`src/rtl/mem_arbiter_pkg.sv`:
```
// mem_arbiter_pkg: shared controller constants -- arbiter owner/state codes and CPU FSM state codes.
package mem_arbiter_pkg;

    // Arbiter state doubles as the owner code seen on the owner status port.
    typedef enum logic [1:0] {
        ARB_IDLE = 2'b00,
        ARB_CPU  = 2'b01,
        ARB_DMA  = 2'b10
    } arb_state_t;

    typedef enum logic [1:0] {
        CPU_FETCH  = 2'b00,
        CPU_DECODE = 2'b01,
        CPU_EXEC   = 2'b10,
        CPU_MEM    = 2'b11
    } cpu_state_t;

    // Wide enough for MAX_BURST up to 16.
    localparam int BURST_W = 4;

endpackage

```
`src/rtl/mem_arbiter_burst_counter.sv`:
```
// burst_counter: saturating count of granted cycles for the current owner, flags the burst limit.
module burst_counter
    import mem_arbiter_pkg::*;
#(
    parameter int MAX_BURST = 4
) (
    input  logic clk,
    input  logic reset,
    input  logic clr,
    input  logic inc,
    output logic at_max
);

    localparam logic [BURST_W-1:0] LAST = BURST_W'(MAX_BURST - 1);

    logic [BURST_W-1:0] count;

    always_ff @(posedge clk or negedge reset) begin
        if (!reset)
            count <= '0;
        else if (clr)
            count <= '0;
        else if (inc && !at_max)
            count <= count + 1'b1;
    end

    assign at_max = count == LAST;

endmodule

```
`src/rtl/mem_arbiter.sv`:
```
// mem_arbiter: two-port (CPU/DMA) arbiter onto a single synchronous-read memory with bounded bursts.
module mem_arbiter
    import mem_arbiter_pkg::*;
#(
    parameter int ADDR_W    = 32,
    parameter int DATA_W    = 32,
    parameter int MAX_BURST = 4
) (
    input  logic              clk,
    input  logic              reset,
    input  logic              cpu_req,
    input  logic              cpu_we,
    input  logic [ADDR_W-1:0] cpu_addr,
    input  logic [DATA_W-1:0] cpu_wdata,
    output logic              cpu_gnt,
    output logic              cpu_rvalid,
    input  logic              dma_req,
    input  logic              dma_we,
    input  logic [ADDR_W-1:0] dma_addr,
    input  logic [DATA_W-1:0] dma_wdata,
    output logic              dma_gnt,
    output logic              dma_rvalid,
    output logic [DATA_W-1:0] rdata,
    output logic              mem_we,
    output logic [ADDR_W-1:0] mem_addr,
    output logic [DATA_W-1:0] mem_wdata,
    input  logic [DATA_W-1:0] mem_rdata,
    output logic [1:0]        owner
);

    arb_state_t state, state_nx, last_owner;
    logic       at_max;
    logic       changing;

    always_comb begin
        state_nx = state;
        case (state)
            ARB_IDLE: state_nx = (cpu_req && dma_req) ? (last_owner == ARB_CPU ? ARB_DMA : ARB_CPU) :
                                 cpu_req ? ARB_CPU : dma_req ? ARB_DMA : ARB_IDLE;
            // Stay while requesting unless the burst limit is hit with the other side waiting.
            ARB_CPU:  state_nx = (cpu_req && !(at_max && dma_req)) ? ARB_CPU : dma_req ? ARB_DMA : ARB_IDLE;
            ARB_DMA:  state_nx = (dma_req && !(at_max && cpu_req)) ? ARB_DMA : cpu_req ? ARB_CPU : ARB_IDLE;
            default:  state_nx = ARB_IDLE;
        endcase
    end

    assign changing = state_nx != state;

    always_ff @(posedge clk or negedge reset) begin
        if (!reset) begin
            state      <= ARB_IDLE;
            last_owner <= ARB_DMA;
            cpu_rvalid <= 1'b0;
            dma_rvalid <= 1'b0;
        end else begin
            state      <= state_nx;
            cpu_rvalid <= cpu_gnt && !cpu_we;
            dma_rvalid <= dma_gnt && !dma_we;
            if (changing && state != ARB_IDLE)
                last_owner <= state;
        end
    end

    burst_counter #(.MAX_BURST(MAX_BURST)) u_burst (
        .clk    (clk),
        .reset  (reset),
        .clr    (changing),
        .inc    (cpu_gnt || dma_gnt),
        .at_max (at_max)
    );

    assign cpu_gnt   = state == ARB_CPU && cpu_req;
    assign dma_gnt   = state == ARB_DMA && dma_req;
    assign mem_we    = (cpu_gnt && cpu_we) || (dma_gnt && dma_we);
    assign mem_addr  = cpu_gnt ? cpu_addr : dma_gnt ? dma_addr : '0;
    assign mem_wdata = cpu_gnt ? cpu_wdata : dma_gnt ? dma_wdata : '0;
    assign rdata     = mem_rdata;
    assign owner     = state;

endmodule

```
`config.mk`:
```
export PLATFORM = sky130hd
export DESIGN_NAME = mem_arbiter
export DESIGN_NICKNAME = d
export VERILOG_FILES = /design/src/rtl/mem_arbiter_pkg.sv /design/src/rtl/mem_arbiter_burst_counter.sv /design/src/rtl/mem_arbiter.sv
export SDC_FILE = /design/constraint.sdc
export NUM_CORES = 1
export LEC_CHECK = 0
export CAP_MARGIN = 20
export CORE_AREA = 2 2 104 106
export CTS_CLUSTER_DIAMETER = 80
export CTS_CLUSTER_SIZE = 14
export DETAILED_ROUTE_END_ITERATION = 10
export DIE_AREA = 0 0 106 108
export SYNTH_ARGS = -nofsm -noshare
export SYNTH_HDL_FRONTEND = slang
export SYNTH_SLANG_ARGS = --single-unit
```
`constraint.sdc`:
```
create_clock -name clk -period 1.8 [get_ports clk]
set_input_delay 0.36 -clock clk [delete_from_list [all_inputs] [get_ports clk]]
set_output_delay 0.36 -clock clk [all_outputs]
set_load 0.05 [all_outputs]
```
==> qor.yml <==
status: "finished with violations"
violations: "setup timing"
synth_top_family_by_area: "compound AO/OA/AOI/OAI gates"
leakagePower_nw: 2.08
io_buffers: 204
die_h_um: 108
end_kind: "primary output"
grt_pass1_wl_um: 13200
fin_ws_ps: -76.4
async_flop_share: 1.00
rsz0062_at_grt: "yes"
yosysTopAreaCell: "a22o_1"
synth_simple_gate_area_share: 0.114
min_path_type: "in2async"
crit_path_max_incr_delay_ps: 410
ys_ff_latch: 10
grt-ovfl-total: 0
dp_hpwl_um: 7040
path_common_cell: "buf_12"
die_w_um: 106
drc: 0
place_congestion: 0.770
yosysMostFrequentCell: "a22o_1"
relSlewSlack: 0.682
synth_ff_type: "dfrtp_1"
via_per_inst: 4.36
initial_core_util: 0.153
synth_area_um2: 1570
syn-num-nets: 343
synth_edf_count: 0
synth_commonest_cells: "a22o_1, buf_4, nor2_1"
core.rowCount: 37
finClkSkew_ps: 4.93
swShare: 0.416
h-tree-depth: 1
holdWs_ps: 447
seqPwrFrac: 0.102
antenna_found_initial: 0
dr.pass1.iters: 4
drtAntennaViolNets: 0
grt_pass1_vias: 2264
max_clock_freq_mhz: 533
p_clk_frac: 0.099
synthToLayoutAreaGrowth_pct: 210
cts_hold_buffers: 0
p_comb_frac: 0.800
yosys.area.top_type_share: 0.369
cts_made_buffers: 3
ir_worst_vdd_uv: 248
synth_seq_area_share: 0.161
netlist_instances: 176
hold_violations: 0
maxSlewViolCount: 0
cp_data_arrival_time_ps: 1520
n_antenna_cell: 0
worst_pin_slew_ps: 475
fin_crit_sh: 1.04
setup_viol_count_final: 66
path_class: "reg2out"
crit_path_max_fanout: 19
grt_usage: 0.148
cap_viol_max_count: 0
drive_above_1_share: 0.493
ys_types: 32
drt_iter0_markers: 95
synth_area_per_cell_um2: 8.89
start_kind: "flip-flop"
clkSinkCount: 10
wl_um: 9050
synth.area.top_cells: "a22o_1, buf_4, dfrtp_1"
clk_path_buf_depth: 2
path_clk_slew_ps: 50
muxShareOfSynthArea: 0.0128
synth_warnings: 0
post-route-min-period_ps: 1880
die_area_um2: 11400
intPower_mw: 1.69
cts-root-buf: "clkbuf_8"
critPathTopFamily: "buffers and inverters"
grt_max_degree: 20
nets: 525
io_pins: 269
place_ws_ps: -256
avgRoutedWirePerCell_um: 18.4
synth-compound-area-share: 0.444
p_per_area_nw_per_um2: 596
switching_power_mw: 1.20
core_um2: 10200
crit_required_ps: 1440
crit_path_top_delay_cell: "dfrtp_2"
critPathBufInv: 3
vias: 2150
clk_latency_ps: 240
path_cells: "nand3b_4, clkinv_8, buf_12, a22o_2, buf_12"
cts_tree: "yes"
fin_setup_tns_ps: -3160
synth_fa_ha_area_frac: 0.00799
synth-xor-area-share: 0.0112
-- power by group through the flow --
stage          Combinational [mW]  Clock, mW  Sequential (mW)
3_3_place_gp                 2.20          0            0.295
6_report                     2.31      0.285            0.294
4_1_cts                      2.33      0.292            0.295
3_5_place_dp                 2.21          0            0.298
5_1_grt                      2.41      0.310            0.300
2_1_floorplan                1.26          0            0.325
-- stage by stage --
stage	instances	instance area [µm²]	total power, mW	util
after global routing	493	4850	3.02	0.474
after floorplan	176	1900	1.58	-
after detailed placement	481	4570	2.51	0.447
after global placement	481	4570	2.50	0.447
final	493	4850	2.89	0.474
after CTS	491	4830	2.91	0.472
-- sequential cells by signal, summed over array words and instances (netlist names) --
signal and cells:
cpu_rvalid 1, dma_rvalid 1, owner 2, last_owner 2, u_burst.count 4
-- cells by family after synthesis --
family          after synthesis
flops                        10
buf+inv                      53
simple gates                 27
fa+ha+maj                     1
mux                           2
compound gates               81
xor+xnor                      2
-- timing repair --
action                     4_1_cts  5_1_grt
gates cloned                     4        0
gates resized for setup         20        2
buffers inserted                 2        2
pin swaps                        5        0
setup endpoints to repair       67       66
-- final timing paths --
check	from	endpoint	slack (ps)	cells past startpoint
max reg2reg	u_burst.count[0]	u_burst.count[2]	130	5
max in group asynchronous	reset	owner[0]	1010	1
min	reset	last_owner[0]	450	1
max	owner[0]	mem_addr[27]	-80	5
min in group clk	last_owner[1]	last_owner[1]	570	2
min reg2reg	last_owner[1]	last_owner[1]	570	2
-- worst register-to-register path, stage by stage, from the launching register on --
cell and delay, ps:
dfrtp_1 390, ha_1 220, nor3b_4 340, nand2_1 150
a211oi_2 350, nor2_1 100
-- per-layer routing --
layer  track usage  wire length, µm
met5             0                0
met4        0.0132               29
met3        0.0434              791
met2         0.282             4830
met1         0.170             3400
-- area by class of cell --
cell class                      instances  area [µm²]
Sequential cell                        10         254
Fill cell                             908        5380
Multi-Input combinational cell        113        1310
Inverter                                4        35.0
Timing Repair Buffer                  226        3020
Tap cell                              136         170
Clock buffer                            4        55.1
-- layout by cell type, fill, tap and decap left out, types with 2 or more instances in the layout --
| cell | count |
|---|---|
| clkdlybuf4s50_1 | 131 |
| buf_12 | 73 |
| a22o_4 | 41 |
| a22o_2 | 24 |
| buf_4 | 15 |
| nor2_1 | 11 |
| dfrtp_1 | 7 |
| nand2_1 | 6 |
| a21oi_1 | 5 |
| clkbuf_8 | 4 |
| buf_16 | 4 |
| or2b_1 | 2 |
| inv_1 | 2 |
| a221oi_2 | 2 |
| nand3b_4 | 2 |
| mux2i_1 | 2 |
| o22ai_1 | 2 |
| dlygate4sd2_1 | 2 |
| dfrtp_2 | 2 |
Note: power is estimated with default switching activity, not from simulation.
